--- src/rtl/rv_multicycle_ctrl.sv ---
// rtl/rv_multicycle_ctrl.sv - multi-cycle RV32I control FSM
// Sequences fetch/decode/exec/mem/wb and owns every datapath enable.
module rv_multicycle_ctrl #(
  parameter int TIMEOUT = 16
) (
  input  logic       clk,
  input  logic       rst_n,
  input  logic [6:0] opcode,
  input  logic [2:0] funct3,
  input  logic       branch_taken,
  input  logic       imem_ack,
  input  logic       dmem_ack,
  output logic       imem_req,
  output logic       dmem_req,
  output logic       dmem_we,
  output logic       ir_we,
  output logic       pc_we,
  output logic [1:0] pc_src,
  output logic [2:0] sext_sel,
  output logic       alu_src_b,
  output logic       reg_we,
  output logic [1:0] wb_sel,
  output logic       trap,
  output logic [1:0] trap_cause,
  output logic [2:0] state
);

  localparam logic [2:0] S_FETCH  = 3'd0;
  localparam logic [2:0] S_DECODE = 3'd1;
  localparam logic [2:0] S_EXEC   = 3'd2;
  localparam logic [2:0] S_MEM    = 3'd3;
  localparam logic [2:0] S_WB     = 3'd4;
  localparam logic [2:0] S_TRAP   = 3'd5;

  localparam logic [3:0] C_R      = 4'd0;
  localparam logic [3:0] C_OPIMM  = 4'd1;
  localparam logic [3:0] C_LOAD   = 4'd2;
  localparam logic [3:0] C_JALR   = 4'd3;
  localparam logic [3:0] C_STORE  = 4'd4;
  localparam logic [3:0] C_BRANCH = 4'd5;
  localparam logic [3:0] C_LUI    = 4'd6;
  localparam logic [3:0] C_AUIPC  = 4'd7;
  localparam logic [3:0] C_JAL    = 4'd8;

  localparam logic [7:0] TO_LAST = 8'(TIMEOUT - 1);

  logic [2:0] state_next;
  logic [1:0] cause_q, cause_next;
  logic [3:0] cls_q, dec_cls;
  logic [2:0] sext_q, dec_sext;
  logic       dec_legal;
  logic [7:0] cnt;

  // funct3 is carried for future extension only
  logic unused_funct3;
  assign unused_funct3 = ^funct3;

  always_comb begin
    dec_cls   = C_R;
    dec_sext  = 3'd5;
    dec_legal = 1'b1;
    case (opcode)
      7'd51:   begin dec_cls = C_R;      dec_sext = 3'd5; end
      7'd19:   begin dec_cls = C_OPIMM;  dec_sext = 3'd0; end
      7'd3:    begin dec_cls = C_LOAD;   dec_sext = 3'd0; end
      7'd103:  begin dec_cls = C_JALR;   dec_sext = 3'd0; end
      7'd35:   begin dec_cls = C_STORE;  dec_sext = 3'd3; end
      7'd99:   begin dec_cls = C_BRANCH; dec_sext = 3'd1; end
      7'd55:   begin dec_cls = C_LUI;    dec_sext = 3'd2; end
      7'd23:   begin dec_cls = C_AUIPC;  dec_sext = 3'd2; end
      7'd111:  begin dec_cls = C_JAL;    dec_sext = 3'd4; end
      default: dec_legal = 1'b0;
    endcase
  end

  always_ff @(posedge clk or negedge rst_n) begin
    if (!rst_n) begin
      state   <= S_FETCH;
      cause_q <= 2'd0;
      cls_q   <= C_R;
      sext_q  <= 3'd0;
      cnt     <= 8'd0;
    end else begin
      state   <= state_next;
      cause_q <= cause_next;
      if (state == S_DECODE) begin
        cls_q  <= dec_cls;
        sext_q <= dec_sext;
      end
      // any state change clears the wait counter, so FETCH/MEM always start at 0
      if (state_next != state)
        cnt <= 8'd0;
      else if (state == S_FETCH || state == S_MEM)
        cnt <= cnt + 8'd1;
    end
  end

  always_comb begin
    state_next = state;
    cause_next = cause_q;
    case (state)
      S_FETCH: begin
        if (imem_ack)            state_next = S_DECODE;
        else if (cnt == TO_LAST) begin state_next = S_TRAP; cause_next = 2'd2; end
      end
      S_DECODE: begin
        if (dec_legal) state_next = S_EXEC;
        else begin state_next = S_TRAP; cause_next = 2'd1; end
      end
      S_EXEC: begin
        if (cls_q == C_BRANCH)                         state_next = S_FETCH;
        else if (cls_q == C_LOAD || cls_q == C_STORE)  state_next = S_MEM;
        else                                           state_next = S_WB;
      end
      S_MEM: begin
        if (dmem_ack)            state_next = (cls_q == C_STORE) ? S_FETCH : S_WB;
        else if (cnt == TO_LAST) begin state_next = S_TRAP; cause_next = 2'd3; end
      end
      S_WB:    state_next = S_FETCH;
      S_TRAP:  state_next = S_TRAP;
      default: begin state_next = S_TRAP; cause_next = 2'd1; end
    endcase
  end

  // outputs are gated by rst_n so requests drop the moment reset asserts
  always_comb begin
    imem_req  = 1'b0;
    dmem_req  = 1'b0;
    dmem_we   = 1'b0;
    ir_we     = 1'b0;
    pc_we     = 1'b0;
    pc_src    = 2'd0;
    alu_src_b = 1'b0;
    reg_we    = 1'b0;
    wb_sel    = 2'd0;
    if (rst_n) begin
      case (state)
        S_FETCH: begin
          imem_req = 1'b1;
          ir_we    = imem_ack;
        end
        S_EXEC: begin
          alu_src_b = (cls_q != C_R) && (cls_q != C_BRANCH);
          if (cls_q == C_BRANCH) begin
            pc_we  = 1'b1;
            pc_src = branch_taken ? 2'd1 : 2'd0;
          end
        end
        S_MEM: begin
          dmem_req = 1'b1;
          dmem_we  = (cls_q == C_STORE);
          pc_we    = (cls_q == C_STORE) && dmem_ack;
        end
        S_WB: begin
          reg_we = 1'b1;
          pc_we  = 1'b1;
          if (cls_q == C_LOAD)                         wb_sel = 2'd1;
          else if (cls_q == C_JAL || cls_q == C_JALR)  wb_sel = 2'd2;
          if (cls_q == C_JAL)       pc_src = 2'd1;
          else if (cls_q == C_JALR) pc_src = 2'd2;
        end
        default: ;
      endcase
    end
  end

  assign sext_sel   = sext_q;
  assign trap_cause = cause_q;
  assign trap       = rst_n && (state == S_TRAP);

endmodule

--- config.mk ---
export PLATFORM = sky130hd
export DESIGN_NAME = rv_multicycle_ctrl
export DESIGN_NICKNAME = d
export VERILOG_FILES = /design/src/rtl/rv_multicycle_ctrl.sv
export SDC_FILE = /design/constraint.sdc
export NUM_CORES = 1
export LEC_CHECK = 0
export ABC_AREA = 0
export BUFFER_PORTS_ARGS = -buffer_cell sky130_fd_sc_hd__buf_2
export CAP_MARGIN = 20
export CORE_MARGIN = 10
export CORE_UTILIZATION = 45
export CTS_CLUSTER_DIAMETER = 120
export DETAILED_ROUTE_END_ITERATION = 10
export PLACE_DENSITY = 0.75
export SKIP_CTS_REPAIR_TIMING = 1
export SLEW_MARGIN = 40
export SYNTH_ARGS = -nofsm -noshare
export SYNTH_HDL_FRONTEND = slang
export SYNTH_SLANG_ARGS = --single-unit
--- constraint.sdc ---
create_clock -name clk -period 3.15 [get_ports clk]
set_input_delay 0.63 -clock clk [delete_from_list [all_inputs] [get_ports clk]]
set_output_delay 0.63 -clock clk [all_outputs]
set_load 0.005 [all_outputs]
## After elaboration in Yosys (flattened, before gate mapping)

Cells that the tools add are included.

- Flip-flop bits (word level): 20
- Input bits: 15
- Output and inout bits: 20

- $add $sub $neg: 1
- Equal/unequal tests: 27
- Muxes and demuxes: 44
- Bitwise operators: 1
- Reductions and logical operators: 14

Operators by type and width:

| cell | number |
|---|---|
| one-hot mux 4 bit (8 select lines) | 1 |
| one-hot mux 3 bit (5 select lines) | 2 |
| two-way mux 2 bit | 12 |
| equality test 7 x 6 -> 1 bit (second input constant) | 3 |
| equality test 7 bit (second input constant) | 3 |
| two-way mux 3 bit | 7 |
| two-way mux 1 bit | 17 |
| two-way mux 8 bit | 2 |
| equality test 7 x 5 -> 1 bit (second input constant) | 2 |
| OR reduction 9 bit | 1 |
| adder 8 x 1 -> 8 bit (second input constant) | 1 |
| equality test 4 x 2 -> 1 bit (second input constant) | 2 |
| equality test 4 x 3 -> 1 bit (second input constant) | 2 |
| equality test 8 x 4 -> 1 bit (second input constant) | 1 |
| one-hot mux 2 bit (4 select lines) | 1 |
| equality test 7 x 2 -> 1 bit (second input constant) | 1 |
| equality test 3 x 2 -> 1 bit (second input constant) | 2 |
| equality test 3 bit (second input constant) | 2 |
| != test 2 bit (second input constant) | 3 |
| AND reduction 6 bit | 1 |
| OR reduction 3 bit | 2 |
| equality test 4 bit (second input constant) | 1 |
| != test 2 x 1 -> 1 bit (second input constant) | 2 |
| != test 4 x 3 -> 1 bit (second input constant) | 1 |
| other kinds (11) | 15 |

## Depth between registers and ports, before layout

Gate-level depths: netlist of the first run.

- Depth after elaboration: 7
- Gate-level depth with buffers: 6

## Least setup slack after synthesis of the first run

OpenSTA, ideal clock, no wires.

- Path kind: input-to-output
- Start point: in dmem_ack
- End point: out pc_we
- Arrival time: 1.662 ns
- Data required time: 2.520 ns
- Path slack: 0.858 ns
- Cell stages on the path: 6
- Path through: clkbuf_1 > nand2_1 > mux2_2 > nor4b_1 > a21oi_1 > nor2_1

- Longest elaborated chain between the ends: 3

Ends and longest elaborated chain:

| element | line | source |
|---|---|---|
| start: declaration | 12 | `input logic dmem_ack,` |
| logical AND 1 bit | 152 | `pc_we = (cls_q == C_STORE) && dmem_ack;` |
| one-hot mux 1 bit (3 select lines) | 137 | `case (state)` |
| two-way mux 1 bit | 136 | `if (rst_n) begin` |
| end: declaration | 17 | `output logic pc_we,` |

Every way passes these cells.

## Worst setup path in the final report of the first run

- Start point: reg state[1]
- End point: out pc_src[0]

- Longest elaborated chain between the ends: 3
- Elaborated cells between the ends (all ways): 4

Ends and longest elaborated chain:

| element | line | source |
|---|---|---|
| start: declaration | 25 | `output logic [2:0] state` |
| start signal: assignment | 84 | `state <= state_next;` |
| equality test 3 bit or equality test 3 x 2 -> 1 bit (tied branches) | 137 |  |
| one-hot mux 2 bit (2 select lines) * | 137 |  |
| two-way mux 2 bit * | 136 |  |
| end: declaration | 18 | `output logic [1:0] pc_src,` |

Every way passes the cells marked *; elsewhere a longest branch is shown, timed or not.

==> impl_results.md, run 1 <==
* Outcome: completed
* Final Hold Viols at 0
* Commonest cells in the netlist: nand2_1, dfrtp_1, nor2_1, nor3_1, o21ai_0
* WP data arrival at 2.13 ns
* Final worst slack at 0.395 ns
* Inserted Diodes at 0
* CTS Buffer Depth at 2
* DP HPWL at 2.77 mm
* Pwr/cell area at 236 nW/um^2
* Final Cell Area at 1780 um^2
* Number of remaining DRC errors at 0
* CTS tree: yes
* # setup viols final at 0
* Site Rows at 21
* Worst path top cell family by delay: simple AND/OR/NAND/NOR gates
* Largest stage delay, worst path at 0.65 ns
* Slowest-stage cell, CP: dfrtp_1
* Worst Path Class, Setup: flop to output pin
* Syn avg cell area at 8.40 um^2
* Worst Tran Pin Value at 0.492 ns
* Placed cell count at 255
* P_leak at 0.734 nW
* Hold Path Class: input port to async pin
* Tot GR Track Use at 0.120
* Gpl congestion at 0.826
* Layout Skew at 0.000783 ns
* Synth Instances at 189
* Final nets at 230
* Layout area overhead at 11.8%
* Worst setup SP type: flop
* Max frequency at 0.363 GHz
* Die Height at 79.4 um
* DIE AREA at 6300 um^2
* CORE AREA at 3360 um^2
* Seq cells post-synth at 20
* Max_slew headroom at 0.669
* Req. time, crit path at 2.52 ns
* CTS Buf Count at 3
* Top cells by area, synth: dfrtp_1, nand2_1, nor3_1
* Initial antenna violation count at 0
* Buf/Inv on CP at 1
* Die extent in x at 79.4 um
* Final cell count without fillers at 258
* RSZ-0062 raised after global routing: false
* Most common cell in the netlist: nand2_1
* Initial DRT Pass Iterations at 4
* Library cells used by synthesis at 58
* Worst-case reg-to-reg path depth at 5
* Min cycle time layout at 2.76 ns
* R2R setup slack at 1.13 ns
* Total negative setup slack at 0 ns
* Sequential area share after synthesis at 0.315
* Detail Route Antenna Nets at 0
* Port Buffers at 31
* DRT iter0 DRCs at 119
* GRT Residual Overflow at 0
* Hold Slack at 0.322 ns
* Final wirelength at 3.72 mm
* Post-Syn Nets at 205
* Pins over their slew limit at 0
* Pin count of the biggest net entering global routing at 24
* H-tree Lvls at 1
* Sink Count at 20
* Worst slack at placement at 0.740 ns
* Area leader, netlist: dfrtp_1
* Share of cells above drive strength 1 at 0.255
* Top cell type's share of synthesized area at 0.315
* Post-synth EDFFs at 0
* DR vias at 1422
* Later-pin clock latency in the skew report at 0.30 ns
* Yosys warning total at 0
* Wire length of the first global-routing pass at 6.35 mm
* Number of global-route vias before repair at 1355
* Max-cap viol count at 0
* Power consumption at 0.419 mW
* Clk root buf: clkbuf_4
* Per-cell routed wire length at 14.4 um
* FF-to-FF End: cnt[3]
* Initial Utilization at 0.472
* Ys flop type: dfrtp_1
* Peak VDD IR at 0.183 mV
* Finished Core Util at 0.528
* R2r startpoint: state[1]
* Clk slew on worst S/H paths at 0.11 ns
* Tcrit/Tclk final at 0.875
* CP max FO at 17
* Ys async rst share at 1.00
* Post-DR vias/cell at 5.51
* Cell area after synthesis at 1590 um^2
* Worst path cell trace: or3b_2, or3_1, a21oi_1, buf_2
* Placement Cell Area at 1750 um^2
* Critical Path End Type: output pin
* Num ports at 35
## layout by cell type, fill, tap and decap left out, types with 3 or more instances in the layout
| cell | n |
|---|---|
| dfrtp_1 | 20 |
| nor2_1 | 16 |
| or3_1 | 3 |
| o21ai_0 | 13 |
| nand2_1 | 25 |
| and3_1 | 3 |
| nor2b_1 | 3 |
| buf_2 | 31 |
| nand4b_1 | 3 |
| xnor2_1 | 7 |
| a31oi_1 | 4 |
| nor3_1 | 14 |
| nand3_1 | 7 |
| clkbuf_4 | 3 |
| a21oi_1 | 6 |
## state kept, by name, summed over array words and instances (netlist names)
| register | count |
|---|---|
| cls_q | 4 |
| state | 3 |
| cnt | 8 |
| trap_cause | 2 |
| sext_sel | 3 |
## layout make-up
type	instances	area [um^2]
Timing Repair Buffer	33	170
Inverter	2	7.51
Tap cell	46	57.6
Clock buffer	3	22.5
Fill cell	349	1590
Multi-Input combinational cell	154	1020
Sequential cell	20	500
## report_power, final
part	internal, mW	switching (mW)
logic	0.0144	0.0271
clock network	0.0446	0.0762
registers	0.257	0.000128
total	0.316	0.103
## metal layers
metal | wire length (um) | track usage
met1 | 1680 | 0.149
met2 | 1790 | 0.192
met3 | 200 | 0.0338
met4 | 54 | 0.0466
met5 | 0 | 0
## worst register-to-register path, delay by kind of cell, from the launching register on
kind,cells,cell delay (ns)
AO/OA/AOI/OAI,2,0.51
flip-flops,1,0.65
AND/OR/NAND/NOR,3,0.78
## cell families after synthesis
| kind of cell | synth area share |
|---|---|
| AOI/OAI and AO/OA | 0.197 |
| adders and majority gates | 0.00788 |
| muxes | 0.0228 |
| and+or+nand+nor | 0.363 |
| DFF | 0.315 |
| xor gates and xnor gates | 0.0496 |
| buffers and inverters | 0.0441 |
## worst max-delay path by stage
stage                     cells past startpoint     start  slack [ns]         to
after floorplan                               6  dmem_ack        0.86      pc_we
after global placement                        4  state[1]        0.73  pc_src[0]
after detailed placement                      4  state[1]        0.74  pc_src[0]
after CTS                                     4  state[1]        0.39  pc_src[0]
after global routing                          4  state[1]        0.23  pc_src[0]
final                                         4  state[1]        0.39  pc_src[0]
No activity file was read; power rests on OpenSTA's default activity.
==> run 2, diff against run 1 <==
--- a/config.mk
+++ b/config.mk
@@ -9,10 +9,9 @@
 export BUFFER_PORTS_ARGS = -buffer_cell sky130_fd_sc_hd__buf_2
 export CAP_MARGIN = 20
 export CORE_MARGIN = 10
-export CORE_UTILIZATION = 45
+export CORE_UTILIZATION = 30
 export CTS_CLUSTER_DIAMETER = 120
 export DETAILED_ROUTE_END_ITERATION = 10
-export PLACE_DENSITY = 0.75
 export SKIP_CTS_REPAIR_TIMING = 1
 export SLEW_MARGIN = 40
 export SYNTH_ARGS = -nofsm -noshare
==> run 2 against run 1 <==
Clock skew increased by 0.0011 ns. Sequential power about the same. Largest power group unchanged. Die area increased by 36%.
==> impl_results.md, run 2 (same netlist as run 1, synthesis figures left out) <==
* Post-DR vias/cell at 5.08
* Most flops, register: cnt
* Commonest non-fill, non-tap cells in the layout: buf_2, nand2_1, dfrtp_1
* Final nets at 231
* Clk root buf: clkbuf_8
* DRT iter0 DRCs at 151
* Site Rows at 26
* Tcrit/Tclk final at 0.832
* Final Cell Area at 1830 um^2
* WP data arrival at 1.99 ns
* Clock Power Share at 0.358
* CP max FO at 16
* Num ports at 35
* Worst Tran Pin Value at 0.428 ns
* Worst setup SP type: flop
* Flop pwr share at 0.552
* Req. time, crit path at 2.52 ns
* DIE AREA at 8600 um^2
* Switching part of the total at 0.234
* Pins over their slew limit at 0
* Number of global-route vias before repair at 1378
* Pin count of the biggest net entering global routing at 24
* Max_slew headroom at 0.715
* FF+latch area at 500 um^2
* Int Pwr at 0.356 mW
* Layout area overhead at 15.4%
* Top Registers: cnt x8, cls_q x4
* Per-cell routed wire length at 14.3 um
* Later-pin clock latency in the skew report at 0.26 ns
* Port Buffers at 31
* FILL cells at 545
* Slowest-stage cell, CP: or3b_2
* Clk slew on worst S/H paths at 0.07 ns
* DR vias at 1438
* Initial DRT Pass Iterations at 4
* H-tree Lvls at 1
* Outcome: completed
* DP HPWL at 3.08 mm
* CTS Buffer Depth at 2
* Hold Path Class: input port to async pin
* Initial Utilization at 0.311
* Worst path cell trace: or3b_2, or3_1, a21oi_1, buf_2
* Inserted Diodes at 0
* CTS Buf Count at 3
* Sink Count at 20
* Pwr/cell area at 254 nW/um^2
* GRT Residual Overflow at 0
* Initial antenna violation count at 0
* Final Hold Viols at 0
* Die extent in x at 92.8 um
* RSZ-0062 raised after global routing: false
* CORE AREA at 5110 um^2
* Multi-input gate area at 1020 um^2
* Worst Path Class, Setup: flop to output pin
* Combinational share of power at 0.090
* Final wirelength at 4.04 mm
* Critical Path End Type: output pin
* Min cycle time layout at 2.62 ns
* Switching Power at 0.109 mW
* Die Height at 92.8 um
* Max-cap viol count at 0
* Largest stage delay, worst path at 0.58 ns
* CTS tree: yes
* Leading cell type in the layout, fill and taps excluded: buf_2
* P_leak at 0.748 nW
* Gpl congestion at 0.797
* Detail Route Antenna Nets at 0
* Number of remaining DRC errors at 0
* Layout Skew at 0.00186 ns
* R2r startpoint: state[0]
* Max reg flops at 8
* Wire length of the first global-routing pass at 6.93 mm
* Total negative setup slack at 0 ns
* # setup viols final at 0
* Share of cells above drive strength 1 at 0.258
* Peak VDD IR at 0.113 mV
* Tot GR Track Use at 0.0963
* Max frequency at 0.382 GHz
* Worst setup startpoint: state[0]
* Placement Cell Area at 1790 um^2
-- run 2: changes by cell type in the layout (fill, tap and decap cells not counted) --
cell and change:
buf_4 +1, clkbuf_4 -3, clkbuf_8 +3
-- run 2: area by class of cell --
type,count,area share
inverters,2,0.00410
clock buffers,3,0.0225
flip-flops and latches,20,0.273
well taps,70,0.0478
repair buffers,34,0.0970
multi-input cells,154,0.555
-- run 2: stage by stage --
step	util	std cells	total power, mW	worst slack (ns)	hold slack (ns)
floorplan	-	189	0.283	0.858	0.334
global placement	0.351	280	0.304	0.799	0.473
detailed placement	0.351	280	0.304	0.788	0.470
CTS	0.359	283	0.474	0.524	0.390
global route	0.359	283	0.490	0.404	0.404
finish	0.359	283	0.465	0.530	0.370
-- run 2: critical path: cells and delay by family (launching register included) --
family	cells	cell delay [ns]
and+or+nand+nor	2	0.94
buffers and inverters	1	0.12
DFF	1	0.53
AOI/OAI and AO/OA	1	0.13
-- run 2: worst paths after layout --
path	to	slack [ns]	depth (start not counted)
min in group clk	sext_sel[1]	0.48	2
worst max register to register	cnt[3]	1.20	5
worst min-delay path	cnt[5]	0.37	2
worst min register to register	sext_sel[1]	0.48	2
worst max-delay path	pc_src[0]	0.53	4
max in group asynchronous	cls_q[1]	2.55	2
-- run 2: per-layer routing --
| metal | wire length [um] | up-vias | share of wire | GRT usage |
|---|---|---|---|---|
| li1 | - | 731 | - | - |
| met1 | 1920 | 677 | 0.48 | 0.125 |
| met5 | 0 | - | 0 | 0 |
| met2 | 1830 | 26 | 0.45 | 0.149 |
| met3 | 248 | 4 | 0.061 | 0.0266 |
| met4 | 43 | 0 | 0.011 | 0.0360 |
-- run 2: power by group through the flow --
stage                     Clock, mW  Sequential, mW  Combinational, mW
final                         0.166           0.257             0.0420
after global routing          0.186           0.257             0.0482
after CTS                     0.174           0.257             0.0426
after detailed placement          0           0.262             0.0425
after global placement            0           0.262             0.0422
after floorplan                   0           0.262             0.0208
